`src/rtl/axi_pkg.sv`:
```
// ---------------------------------------------------------------------------
// axi_pkg : shared AXI write-path constants and FSM state types
// Rev 1.0
// ---------------------------------------------------------------------------
`default_nettype none

package axi_pkg;
    localparam logic [1:0] OKAY        = 2'b00;
    localparam logic [1:0] EXOKAY      = 2'b01;
    localparam logic [1:0] SLVERR      = 2'b10;
    localparam logic [1:0] DECERR      = 2'b11;

    localparam logic [1:0] BURST_FIXED = 2'b00;
    localparam logic [1:0] BURST_INCR  = 2'b01;

    localparam logic [2:0] SIZE_8B     = 3'b011;

    // {len[2:0], id[3:0]} entry width of the burst-length FIFO
    localparam int         LEN_ID_W    = 7;

    typedef enum logic [0:0] {
        AW_IDLE = 1'b0,
        AW_SEND = 1'b1
    } aw_state_t;

    typedef enum logic [0:0] {
        W_IDLE  = 1'b0,
        W_BURST = 1'b1
    } w_state_t;
endpackage

`default_nettype wire

```
`src/rtl/axi_wr_master_if.sv`:
```
// ---------------------------------------------------------------------------
// axi_wr_master_if : AXI3 AW/W/B channel bundle with master/slave views
// Rev 1.0
// ---------------------------------------------------------------------------
`default_nettype none

interface axi_wr_master_if;
    logic        AWVALID;
    logic        AWREADY;
    logic [31:0] AWADDR;
    logic [3:0]  AWLEN;
    logic [1:0]  AWBURST;
    logic [2:0]  AWSIZE;
    logic [3:0]  AWID;

    logic        WVALID;
    logic        WREADY;
    logic [63:0] WDATA;
    logic [7:0]  WSTRB;
    logic        WLAST;
    logic [3:0]  WID;

    logic        BVALID;
    logic        BREADY;
    logic [1:0]  BRESP;
    logic [3:0]  BID;

    modport master (
        output AWVALID, AWADDR, AWLEN, AWBURST, AWSIZE, AWID,
        output WVALID, WDATA, WSTRB, WLAST, WID,
        output BREADY,
        input  AWREADY, WREADY, BVALID, BRESP, BID
    );

    modport slave (
        input  AWVALID, AWADDR, AWLEN, AWBURST, AWSIZE, AWID,
        input  WVALID, WDATA, WSTRB, WLAST, WID,
        input  BREADY,
        output AWREADY, WREADY, BVALID, BRESP, BID
    );
endinterface

`default_nettype wire

```
`src/rtl/axi_wr_len_fifo.sv`:
```
// ---------------------------------------------------------------------------
// axi_wr_len_fifo : synchronous FIFO of {len, id} per accepted AW burst
// Rev 1.0
// ---------------------------------------------------------------------------
`default_nettype none

module axi_wr_len_fifo
    import axi_pkg::*;
#(
    parameter int WIDTH = LEN_ID_W,
    parameter int DEPTH = 4
) (
    input  logic             clk,
    input  logic             rst,
    input  logic             push,
    input  logic [WIDTH-1:0] push_data,
    input  logic             pop,
    output logic [WIDTH-1:0] head,
    output logic             full,
    output logic             empty
);
    localparam int PTR_W = (DEPTH > 1) ? $clog2(DEPTH) : 1;

    logic [WIDTH-1:0] mem [DEPTH];
    logic [PTR_W:0]   wr_ptr;
    logic [PTR_W:0]   rd_ptr;

    always_ff @(posedge clk) begin
        if (push && !full) begin
            mem[wr_ptr[PTR_W-1:0]] <= push_data;
        end
    end

    always_ff @(posedge clk or negedge rst) begin
        if (!rst) begin
            wr_ptr <= '0;
            rd_ptr <= '0;
        end else begin
            if (push && !full) begin
                wr_ptr <= wr_ptr + 1'b1;
            end
            if (pop && !empty) begin
                rd_ptr <= rd_ptr + 1'b1;
            end
        end
    end

    // Extra pointer MSB separates the wrapped-full case from empty
    assign empty = (wr_ptr == rd_ptr);
    assign full  = (wr_ptr[PTR_W] != rd_ptr[PTR_W]) &&
                   (wr_ptr[PTR_W-1:0] == rd_ptr[PTR_W-1:0]);
    assign head  = mem[rd_ptr[PTR_W-1:0]];
endmodule

`default_nettype wire

```
`src/rtl/axi_wr_master.sv`:
```
// ---------------------------------------------------------------------------
// axi_wr_master : AXI3 write master turning commands + data beats into AW/W/B
// Rev 1.0
// ---------------------------------------------------------------------------
`default_nettype none

module axi_wr_master
    import axi_pkg::*;
#(
    parameter int MAX_OUTST      = 4,
    parameter int LEN_FIFO_DEPTH = 4
) (
    input  logic        clk,
    input  logic        rst,
    input  logic        cmd_valid,
    output logic        cmd_ready,
    input  logic [31:0] cmd_addr,
    input  logic [2:0]  cmd_len,
    input  logic        cmd_burst,
    input  logic [3:0]  cmd_id,
    input  logic        wdata_valid,
    output logic        wdata_ready,
    input  logic [63:0] wdata,
    axi_wr_master_if.master axi,
    output logic        done_valid,
    output logic [1:0]  done_resp,
    output logic [3:0]  done_id,
    output logic [7:0]  err_cnt,
    output logic [3:0]  outst_cnt
);
    aw_state_t             aw_state;
    aw_state_t             aw_state_nxt;
    w_state_t              w_state;
    w_state_t              w_state_nxt;
    logic                  accept;
    logic                  w_load;
    logic                  aw_hs;
    logic                  w_hs;
    logic                  w_pop;
    logic                  b_hs;
    logic                  b_dec;
    logic                  bready_r;
    logic                  fifo_full;
    logic                  fifo_empty;
    logic [LEN_ID_W-1:0]   fifo_head;
    logic [31:0]           aw_addr_r;
    logic [3:0]            aw_len_r;
    logic [1:0]            aw_burst_r;
    logic [3:0]            aw_id_r;
    logic [2:0]            w_len;
    logic [3:0]            w_id;
    logic [2:0]            beat_cnt;

    always_ff @(posedge clk or negedge rst) begin
        if (!rst) begin
            aw_state <= AW_IDLE;
            w_state  <= W_IDLE;
        end else begin
            aw_state <= aw_state_nxt;
            w_state  <= w_state_nxt;
        end
    end

    always_comb begin
        aw_state_nxt = aw_state;
        accept       = 1'b0;
        case (aw_state)
            AW_IDLE: begin
                if (cmd_valid && (outst_cnt < 4'(MAX_OUTST)) && !fifo_full) begin
                    accept       = 1'b1;
                    aw_state_nxt = AW_SEND;
                end
            end
            AW_SEND: begin
                if (axi.AWREADY) begin
                    aw_state_nxt = AW_IDLE;
                end
            end
            default: aw_state_nxt = AW_IDLE;
        endcase
    end

    always_comb begin
        w_state_nxt = w_state;
        w_load      = 1'b0;
        case (w_state)
            W_IDLE: begin
                if (!fifo_empty) begin
                    w_load      = 1'b1;
                    w_state_nxt = W_BURST;
                end
            end
            W_BURST: begin
                if (w_pop) begin
                    w_state_nxt = W_IDLE;
                end
            end
            default: w_state_nxt = W_IDLE;
        endcase
    end

    assign aw_hs = axi.AWVALID && axi.AWREADY;
    assign w_hs  = axi.WVALID && axi.WREADY;
    assign w_pop = w_hs && axi.WLAST;
    assign b_hs  = axi.BVALID && bready_r;
    // A response with nothing outstanding must not underflow the counter
    assign b_dec = b_hs && (outst_cnt != 4'd0);

    always_ff @(posedge clk or negedge rst) begin
        if (!rst) begin
            cmd_ready  <= 1'b0;
            aw_addr_r  <= '0;
            aw_len_r   <= '0;
            aw_burst_r <= BURST_FIXED;
            aw_id_r    <= '0;
        end else begin
            cmd_ready <= accept;
            if (accept) begin
                aw_addr_r  <= cmd_addr;
                aw_len_r   <= {1'b0, cmd_burst ? cmd_len : 3'd0};
                aw_burst_r <= cmd_burst ? BURST_INCR : BURST_FIXED;
                aw_id_r    <= cmd_id;
            end
        end
    end

    always_ff @(posedge clk or negedge rst) begin
        if (!rst) begin
            w_len    <= '0;
            w_id     <= '0;
            beat_cnt <= '0;
        end else if (w_load) begin
            w_len    <= fifo_head[6:4];
            w_id     <= fifo_head[3:0];
            beat_cnt <= '0;
        end else if (w_hs) begin
            beat_cnt <= beat_cnt + 3'd1;
        end
    end

    always_ff @(posedge clk or negedge rst) begin
        if (!rst) begin
            bready_r   <= 1'b0;
            outst_cnt  <= '0;
            err_cnt    <= '0;
            done_valid <= 1'b0;
            done_resp  <= OKAY;
            done_id    <= '0;
        end else begin
            bready_r   <= 1'b1;
            done_valid <= b_hs;
            if (b_hs) begin
                done_resp <= axi.BRESP;
                done_id   <= axi.BID;
            end
            case ({aw_hs, b_dec})
                2'b10:   outst_cnt <= outst_cnt + 4'd1;
                2'b01:   outst_cnt <= outst_cnt - 4'd1;
                default: outst_cnt <= outst_cnt;
            endcase
            if (b_hs && ((axi.BRESP != OKAY) || (outst_cnt == 4'd0)) && (err_cnt != 8'hFF)) begin
                err_cnt <= err_cnt + 8'd1;
            end
        end
    end

    axi_wr_len_fifo #(
        .WIDTH (LEN_ID_W),
        .DEPTH (LEN_FIFO_DEPTH)
    ) u_len_fifo (
        .clk       (clk),
        .rst       (rst),
        .push      (aw_hs),
        .push_data ({aw_len_r[2:0], aw_id_r}),
        .pop       (w_pop),
        .head      (fifo_head),
        .full      (fifo_full),
        .empty     (fifo_empty)
    );

    assign axi.AWVALID = (aw_state == AW_SEND);
    assign axi.AWADDR  = aw_addr_r;
    assign axi.AWLEN   = aw_len_r;
    assign axi.AWBURST = aw_burst_r;
    assign axi.AWSIZE  = SIZE_8B;
    assign axi.AWID    = aw_id_r;

    assign axi.WVALID  = (w_state == W_BURST) && wdata_valid;
    assign wdata_ready = (w_state == W_BURST) && axi.WREADY;
    assign axi.WDATA   = wdata;
    assign axi.WSTRB   = 8'hFF;
    assign axi.WLAST   = (w_state == W_BURST) && (beat_cnt == w_len);
    assign axi.WID     = w_id;

    assign axi.BREADY  = bready_r;
endmodule

`default_nettype wire

```
`src/flat_wrapper.sv`:
```
// flat-port wrapper written by rule: the top's interface ports become plain ports
module axi_wr_master_flat import axi_pkg::*;
#(
    parameter int MAX_OUTST      = 4,
    parameter int LEN_FIFO_DEPTH = 4
)
  (clk, rst, cmd_valid, cmd_ready, cmd_addr, cmd_len, cmd_burst, cmd_id, wdata_valid, wdata_ready, wdata, done_valid, done_resp, done_id, err_cnt, outst_cnt, axi_AWVALID, axi_AWADDR, axi_AWLEN, axi_AWBURST, axi_AWSIZE, axi_AWID, axi_WVALID, axi_WDATA, axi_WSTRB, axi_WLAST, axi_WID, axi_BREADY, axi_AWREADY, axi_WREADY, axi_BVALID, axi_BRESP, axi_BID);
  axi_wr_master_if axi_i ();
  input  logic clk;
  input  logic rst;
  input  logic cmd_valid;
  output logic cmd_ready;
  input  logic [31:0] cmd_addr;
  input  logic [2:0] cmd_len;
  input  logic cmd_burst;
  input  logic [3:0] cmd_id;
  input  logic wdata_valid;
  output logic wdata_ready;
  input  logic [63:0] wdata;
  output logic done_valid;
  output logic [1:0] done_resp;
  output logic [3:0] done_id;
  output logic [7:0] err_cnt;
  output logic [3:0] outst_cnt;
  output wire logic [$bits(axi_i.AWVALID)-1:0] axi_AWVALID;
  output wire logic [$bits(axi_i.AWADDR)-1:0] axi_AWADDR;
  output wire logic [$bits(axi_i.AWLEN)-1:0] axi_AWLEN;
  output wire logic [$bits(axi_i.AWBURST)-1:0] axi_AWBURST;
  output wire logic [$bits(axi_i.AWSIZE)-1:0] axi_AWSIZE;
  output wire logic [$bits(axi_i.AWID)-1:0] axi_AWID;
  output wire logic [$bits(axi_i.WVALID)-1:0] axi_WVALID;
  output wire logic [$bits(axi_i.WDATA)-1:0] axi_WDATA;
  output wire logic [$bits(axi_i.WSTRB)-1:0] axi_WSTRB;
  output wire logic [$bits(axi_i.WLAST)-1:0] axi_WLAST;
  output wire logic [$bits(axi_i.WID)-1:0] axi_WID;
  output wire logic [$bits(axi_i.BREADY)-1:0] axi_BREADY;
  input wire logic [$bits(axi_i.AWREADY)-1:0] axi_AWREADY;
  input wire logic [$bits(axi_i.WREADY)-1:0] axi_WREADY;
  input wire logic [$bits(axi_i.BVALID)-1:0] axi_BVALID;
  input wire logic [$bits(axi_i.BRESP)-1:0] axi_BRESP;
  input wire logic [$bits(axi_i.BID)-1:0] axi_BID;
  assign axi_AWVALID = axi_i.AWVALID;
  assign axi_AWADDR = axi_i.AWADDR;
  assign axi_AWLEN = axi_i.AWLEN;
  assign axi_AWBURST = axi_i.AWBURST;
  assign axi_AWSIZE = axi_i.AWSIZE;
  assign axi_AWID = axi_i.AWID;
  assign axi_WVALID = axi_i.WVALID;
  assign axi_WDATA = axi_i.WDATA;
  assign axi_WSTRB = axi_i.WSTRB;
  assign axi_WLAST = axi_i.WLAST;
  assign axi_WID = axi_i.WID;
  assign axi_BREADY = axi_i.BREADY;
  assign axi_i.AWREADY = axi_AWREADY;
  assign axi_i.WREADY = axi_WREADY;
  assign axi_i.BVALID = axi_BVALID;
  assign axi_i.BRESP = axi_BRESP;
  assign axi_i.BID = axi_BID;
  axi_wr_master #(.MAX_OUTST(MAX_OUTST), .LEN_FIFO_DEPTH(LEN_FIFO_DEPTH)) u_core (.clk(clk), .rst(rst), .cmd_valid(cmd_valid), .cmd_ready(cmd_ready), .cmd_addr(cmd_addr), .cmd_len(cmd_len), .cmd_burst(cmd_burst), .cmd_id(cmd_id), .wdata_valid(wdata_valid), .wdata_ready(wdata_ready), .wdata(wdata), .axi(axi_i), .done_valid(done_valid), .done_resp(done_resp), .done_id(done_id), .err_cnt(err_cnt), .outst_cnt(outst_cnt));
endmodule
```
`config.mk`:
```
export PLATFORM = sky130hd
export DESIGN_NAME = axi_wr_master_flat
export DESIGN_NICKNAME = d
export VERILOG_FILES = /design/src/rtl/axi_pkg.sv /design/src/rtl/axi_wr_master_if.sv /design/src/rtl/axi_wr_len_fifo.sv /design/src/rtl/axi_wr_master.sv /design/src/flat_wrapper.sv
export SDC_FILE = /design/constraint.sdc
export NUM_CORES = 1
export LEC_CHECK = 0
export ABC_CLOCK_PERIOD_IN_PS = 2500
export BUFFER_PORTS_ARGS = -buffer_cell sky130_fd_sc_hd__buf_2
export CAP_MARGIN = 30
export CORE_MARGIN = 2
export CORE_UTILIZATION = 45
export CTS_CLUSTER_SIZE = 25
export DETAILED_ROUTE_END_ITERATION = 16
export PLACE_DENSITY_LB_ADDON = 0.05
export SLEW_MARGIN = 5
export SYNTH_ARGS = -nofsm -noshare
export SYNTH_HDL_FRONTEND = slang
export SYNTH_SLANG_ARGS = --single-unit
```
`constraint.sdc`:
```
create_clock -name clk -period 2.5 [get_ports clk]
set_input_delay 0.375 -clock clk [delete_from_list [all_inputs] [get_ports clk]]
set_output_delay 0.375 -clock clk [all_outputs]
set_load 0.01 [all_outputs]
```
==> results of run 1 <==
## cell type report
type,count,area share
clock buffers,10,0.0231
clock inverters,6,0.0204
flip-flops and latches,107,0.511
well taps,140,0.0317
repair buffers,131,0.129
inverters,8,0.00544
multi-input cells,171,0.280
## critical path, delay by kind of cell, from the launching register on
family,cells,cell delay (ns)
AOI/OAI and AO/OA,1,0.15
xor gates and xnor gates,3,0.45
adders and majority gates,2,0.46
DFF,1,0.47
and+or+nand+nor,3,0.59
## worst max path at each step
stage                              startpoint                   to  depth (start not counted)  slack (ns)
after detailed placement  u_core.outst_cnt[0]  u_core.outst_cnt[2]                          9        0.29
after floorplan           u_core.outst_cnt[1]  u_core.outst_cnt[2]                          9        0.43
after CTS                 u_core.outst_cnt[0]  u_core.outst_cnt[2]                          9        0.29
after global placement    u_core.outst_cnt[1]  u_core.outst_cnt[2]                          9        0.32
final                     u_core.outst_cnt[1]  u_core.outst_cnt[2]                          9        0.28
after global routing      u_core.outst_cnt[1]  u_core.outst_cnt[3]                          7        0.02
## report_power, final
part           switching [mW]  internal, mW
registers               0.460          2.45
clock network           0.587         0.670
logic                    1.12          1.24
## layout by cell type, fill, tap and decap left out, types with 2 or more instances in the layout
master,Yosys,final
bufinv_16,0,3
xnor2_1,6,6
dfrtp_1,79,79
conb_1,2,14
nor4b_1,3,3
edfxtp_1,28,28
ha_1,10,10
mux2_2,44,44
nand3_1,9,9
and2_1,6,6
nor2_1,8,8
inv_1,8,8
o21ai_0,7,7
buf_4,78,8
buf_2,0,120
buf_12,0,2
nor2b_1,2,2
nand2_1,8,8
clkbuf_8,0,9
mux2_1,2,2
mux4_2,7,7
xor2_1,17,17
mux2_4,7,7
nor4_1,5,5
## timing repair
item,4_1_cts,5_1_grt
hold endpoints to repair,7,0
resized for setup,0,0
setup buffers,0,0
hold buffers,1,0
## sequential cells by signal (all words and copies together), names as in the netlist, 2 cells and up
register,flops
u_core.done_id,4
u_core.u_len_fifo.wr_ptr,3
u_core.u_len_fifo.mem,28
u_core.axi.WID,4
u_core.u_len_fifo.rd_ptr,3
u_core.axi.AWADDR,32
u_core.axi.AWLEN,3
u_core.outst_cnt,4
u_core.beat_cnt,3
u_core.done_resp,2
u_core.axi.AWID,4
u_core.w_len,3
u_core.err_cnt,8
## logic make-up after synthesis
logic type,Yosys count,share of synthesized area
fa+ha+maj,10,0.0250
flops,107,0.563
other cells,2,0.00150
buf+inv,92,0.137
mux,61,0.158
compound gates,14,0.0200
simple gates,49,0.0550
xor+xnor,23,0.0403
## per-layer routing
layer  routed length [µm]  part of all wire  vias up
met5                    0                 0        -
met4                  223             0.021        0
met3                 1200              0.11       23
met2                 5060              0.48      151
met1                 3970              0.38     1338
li1                     -                 -     1286
==> summary.md, run 1 <==
Among all flip-flop cells after synthesis, the most frequent one is dfrtp_1. The sum of internal, switching and leakage power was 6.53 mW; the maximum clock rate was 449 MHz. The logs give 5520 µm² for the finished layout cell area and 0 for the final count of negative-setup-slack endpoints.

For this block, the initial DRC count from the detailed router was 75. By count the netlist is led by 79 x dfrtp_1, 78 x buf_4, 44 x mux2_2. Yosys mapped a number of flops with a built-in enable equal to 28. In the routed design, unresolved DRC markers number 0. The final clock period utilization by the worst path was 0.890; the leakage power summed over all cells was 2.53 nW. The weighted congestion at the end of routability-driven global placement was 0.772. The logs give 15.4 mm for the wire length of the first global-routing pass and 0 for the total count of hold-check failures in the final report.

For this run, the number of Yosys warnings is 0. The worst setup path is launched from a flop. The run gives 0 as the number of inserted diodes. The final-layout fill cell count came out at 963. On the final layout, the worst hold slack is 0.228 ns.

The share of synthesized area occupied by flip-flops and latches is 0.563, and the area of the multi-input gates is 1550 µm². In this run the register-to-register setup slack is 0.28 ns. Setup repair after global routing left no endpoint under its margin. The tools report the cell area reported after detailed placement as 5260 µm².

The run gives 0.280 as the met2 track demand over resource. For this design the top-level I/O count stands at 263. The via count of the first global-routing pass was 2,842. Walking the worst path, the cells encountered are nor4_1, nor2_1, ha_1, xor2_1, ha_1, a21oi_1, xor2_1, nor2_1, xor2_1. The flow ran to the end, and the final reports show no timing, DRC or antenna violations. For the total number of H-tree levels, the log shows 3.

Worst-case setup slack after placement: 0.288 ns. The remaining max-slew budget at the tightest pin came out at 0.370. For the total overflow reported by the global router, the log shows 0. The layer flagged by global routing as most heavily used is met2.

Port buffering added 121 buffers. The most numerous cell in the Yosys netlist was dfrtp_1. The run gives 0 ns as the final-layout setup total negative slack. The power density over the cells was 1180 nW/µm²; the CTS buffer count was 9.

For the via count, the log shows 2,798. Along the worst hold path, the cell count comes to 2. The run gives 0.461 as the effective utilization at floorplan. Number of iterations in the first detailed-routing pass: 4. The critical path is of the reg -> reg type. Count of pins over their slew limit: 0. The worst setup path is captured at a flop. The clock drives 107 sinks.

Yosys mapped the design onto 37 distinct sky130hd cell types. The synthesized design contains 107 register bits. The total global routing track utilization came out at 0.174. The worst hold endpoint was u_core.axi.AWADDR[6].

The number of vias per cell after detailed routing was 4.88; the detailed-placement wirelength estimate was 7.82 mm. In this run, placement finished with an instance count of 555. After the flow finishes, the layout carries non-filler instances totaling 573. The transition time at the pin with the least slew margin was 0.931 ns. Once detail routing completed, the nets flagged for antenna violations numbered 0. In this run the deepest clock path goes through 2 buffers.

For the worst setup path, the data required time is 2.75 ns. The fraction of final layout cells with drive strength greater than 1 is 0.476, and the core box area is 10,800 µm². The critical-path maximum fanout is 8, and the smallest setup slack after layout is 0.275 ns. The die covers 12,000 µm². Clock-pin slew was measured on the worst setup and hold paths at 0.11 ns. The run gives 0.0771 as the global-route track usage on met3.

The number of standard cells after synthesis was 358; the area growth from synthesis to layout was 10.4%. For the number of nets in the layout, the log shows 555. The proportion of register bits with asynchronous set or reset after synthesis is 0.738, and the detailed-route wire length is 10.4 mm. The global-route met1 utilization was 0.202. The cell taking the most area after synthesis was dfrtp_1. Shortest period the worst path allows: 2.22 ns.

The utilization after layout is 0.509. Maximum number of pins on one net before global-route repair: 46. Across the run, the number of max-cap violations was 0. A synthesized cell averages 14.0 µm². The logic depth of the worst register-to-register path was 9. Summing every instance area after synthesis gives 5000 µm². Dividing the detail-routed wire length by the instance count gives 18.2 µm.

The cell sitting at the root of the clock tree is a clkbuf_8. The vertical die dimension was 109 µm; the worst clock skew was 0.0148 ns. Among all stages on the critical path, the largest delay is contributed by dfrtp_1. In this design, the critical path's most frequently occurring cell is xor2_1. After synthesis, the cell types taking the most area are dfrtp_1 40%, edfxtp_1 17%, buf_4 12%. The number of antenna violations at the first check in global routing is 0. The reg-to-reg critical path startpoint is u_core.outst_cnt[1]. The startpoint of the most critical hold path was cmd_addr[6]. For this run, the slowest stage of the critical path takes 0.47 ns. The tools report the register area as 2820 µm². The worst reg2reg path endpoint is u_core.outst_cnt[2]. At the later pin of the worst-skew pair, clock insertion delay measures 0.36 ns. The worst-case IR drop observed on VDD is 522 µV.

The fraction of synthesized cell area taken by the top area cell type was 0.395. TritonCTS built the clock tree. The count of standard-cell rows came out at 38.

The width of the die works out to 109 µm. The class of the tightest hold or removal check is in -> reg. Data arrives at the worst endpoint at 2.48 ns.
Power figures use the tool's default switching activity.
==> inputs of run 2 (changes only) <==
--- a/config.mk
+++ b/config.mk
@@ -8,8 +8,10 @@
 export ABC_CLOCK_PERIOD_IN_PS = 2500
 export BUFFER_PORTS_ARGS = -buffer_cell sky130_fd_sc_hd__buf_2
 export CAP_MARGIN = 30
+export CELL_PAD_IN_SITES_DETAIL_PLACEMENT = 1
+export CELL_PAD_IN_SITES_GLOBAL_PLACEMENT = 1
 export CORE_MARGIN = 2
-export CORE_UTILIZATION = 45
+export CORE_UTILIZATION = 35
 export CTS_CLUSTER_SIZE = 25
 export DETAILED_ROUTE_END_ITERATION = 16
 export PLACE_DENSITY_LB_ADDON = 0.05
==> run 2 against run 1 <==
Sequential cell count unchanged. Critical path depth unchanged. Combinational power about the same. Die area rose by 27%. Cell area grew 1.6%.
==> summary.md, run 2 (synthesis results as in run 1) <==
The run gives 15,300 µm² (+27%) as the floorplan die area. The required arrival time at the worst endpoint is 2.73 ns (-0.02 ns), and the number of nets in the layout is 556 (+0.18%). The number of inserted diodes was 0 (unchanged); the DRC violation count after routing was 0 (unchanged). The number of nets with antenna violations after routing is 0 (unchanged).

Setup repair after global routing left no endpoint under its margin. The worst setup path is launched from a flop. The number of iterations in the first detailed-routing pass came out at 4 (unchanged).

Maximum clock insertion buffer count: 2 (unchanged). The standard cell with the maximum stage delay on the critical path is dfrtp_1. The total count of hold-check failures in the final report was 0 (unchanged); the initial DRC count was 57 (-24%).

The maximum VDD drop was 710 µV (+36%). Leakage power summed over all cells: 2.54 nW (+0.57%). The family of cells with the greatest summed delay on the critical path is simple AND/OR/NAND/NOR gates. The number of clock sinks seen by CTS was 107 (unchanged); the total global routing track utilization was 0.146 (-0.0273).

The total overflow reported by the global router is 0 (unchanged). For the final-layout setup total negative slack, the log shows 0 ns (unchanged). The post-cts gate resize count is 0 (unchanged), and the number of vias per cell after detailed routing is 4.65 (-4.7%).

The tools report the clock latency of the later-clocked register in the worst-skew pair as 0.35 ns (about the same). The shortest period the worst path allows was 2.23 ns (+0.00777 ns). Worst clock skew: 0.00469 ns (-0.0102 ns). Walking the worst path, the cells encountered are nor4_1, nor2_1, ha_1, xor2_1, ha_1, a21oi_1, xor2_1, nor2_1, xor2_1. The maximum number of pins on one net before global-route repair was 46 (unchanged).

The run gives 13,900 µm² (+29%) as the core box area. The flow ran to the end, and the final reports show no timing, DRC or antenna violations. The class of the tightest hold or removal check is in -> reg.

The critical-path maximum fanout is 8 (unchanged), and the transition time at the pin with the least slew margin is 0.564 ns (-0.367 ns). The sum of internal, switching and leakage power is 6.62 mW (+1.4%), and the average wire length per cell after detail routing is 17.4 µm (-4.3%). The count of standard-cell rows was 43 (+13%). Via count: 2,858 (+2.1%). The final clock period utilization by the worst path is 0.893 (+0.00311).

The run gives 9 (unchanged) as the CTS buffer count. The run gives 3,038 (+6.9%) as the via count of the first global-routing pass. TritonCTS built the clock tree.

Compared with the post-synthesis result, the final layout area differs by 12.1%. The number of port buffers is 121 (unchanged), and the width of the die is 124 µm (+13%). The wire length of the first global-routing pass is 16.8 mm (+9.0%).

In the layout the commonest cells are 120 x buf_2, 79 x dfrtp_1, 44 x mux2_2, 28 x edfxtp_1, 17 x xor2_1. The tools report the remaining max-slew budget at the tightest pin as 0.622 (+0.253). Among the stages of the critical path, the cell type that occurs most often is xor2_1.

For the count of pins over their slew limit, the log shows 0 (unchanged). The critical path buffer and inverter count works out to 0 (unchanged). The number of flip-flops in the largest register was 32 (unchanged); the fraction of final layout cells with drive strength greater than 1 was 0.475 (-0.00110). The weighted congestion at the end of routability-driven global placement is 0.685 (-11%). The library cell used most frequently in the layout, excluding fill and tap cells, is buf_2. The detailed-route wire length was 10.7 mm (+2.5%); the clock-pin slew of the registers on the worst-case setup and hold paths was 0.07 ns (-0.04 ns).

STA classifies the critical path endpoint as a flop. For the count of maximum capacitance violations, the log shows 0 (unchanged). In this run the clock root is driven by a clkbuf_16.

The setup path with the least slack is of type reg -> reg. The worst stage delay on the critical path is 0.46 ns (about the same). The logs give 0.359 (-0.102) for the effective utilization at floorplan and 263 (unchanged) for the I/O pin count.

The run gives 0 (unchanged) as the final count of negative-setup-slack endpoints. The tools report the detailed-placement wirelength estimate as 8.01 mm (+2.5%). For the worst path arrival time, the log shows 2.46 ns (-0.02 ns). The vertical die dimension came out at 124 µm (+13%). The number of antenna violations at the first check in global routing is 1 (+1), and the total number of H-tree levels is 3 (unchanged). The maximum clock rate was 448 MHz (-0.35%). The power density over the cells was 1180 nW/µm² (-0.13%).
==> run 2: cell count changes in the layout (fill, tap and decap cells not counted), sizes merged <==
cell      delta
buf          +1
bufinv       -3
clkbuf       -1
clkinv       +3
clkinvlp     +1
==> run 2: metrics by stage <==
stage / instance area, µm² / worst slack [ns] / util / std cells / hold slack (ns)
floorplan: 5050 / 0.427 / - / 370 / 0.0794
global placement: 5320 / 0.276 / 0.382 / 596 / 0.372
detailed placement: 5320 / 0.253 / 0.382 / 596 / 0.379
CTS: 5600 / 0.215 / 0.402 / 613 / 0.237
global route: 5610 / 0.0749 / 0.402 / 614 / 0.240
finish: 5610 / 0.267 / 0.402 / 614 / 0.247
==> run 2: metal layers <==
layer	GRT usage	up-vias	routed length [µm]
li1	-	1291	-
met1	0.175	1395	4190
met2	0.222	137	5040
met3	0.0830	33	1240
met4	0.0497	2	227
met5	0	-	13
==> run 2: worst paths after layout <==
kind	from	to	slack (ns)	depth (start not counted)
max	u_core.outst_cnt[1]	u_core.outst_cnt[2]	0.27	9
min	cmd_addr[24]	u_core.axi.AWADDR[24]	0.25	2
max reg2reg	u_core.outst_cnt[1]	u_core.outst_cnt[2]	0.27	9
min reg2reg	u_core.axi.AWADDR[24]	u_core.axi.AWADDR[24]	0.49	1
max in group asynchronous	rst	u_core.axi.AWADDR[7]	1.34	3
min in group asynchronous	rst	u_core.axi.AWADDR[24]	0.55	2
==> run 2: power by group <==
| part | total [mW] | leakage (nW) | internal (mW) | switching (mW) |
|---|---|---|---|---|
| Sequential | 2.92 | 1.20 | 2.46 | 0.468 |
| Combinational | 2.39 | 1.21 | 1.25 | 1.14 |
| Clock | 1.31 | 0.131 | 0.672 | 0.636 |
| Total | 6.62 | 2.54 | 4.38 | 2.25 |
==> run 2: what timing repair did <==
item	in CTS	in global routing
buffers inserted	0	0
hold buffers	1	0
endpoints found under the hold margin	4	0
==> run 2: final cells by class <==
cell class	count	area, µm²
Fill cell	1490	8330
Timing Repair Buffer	132	718
Tap cell	180	225
Multi-Input combinational cell	171	1550
Sequential cell	107	2820
Clock buffer	9	225
Clock inverter	7	43.8
Inverter	8	30.0
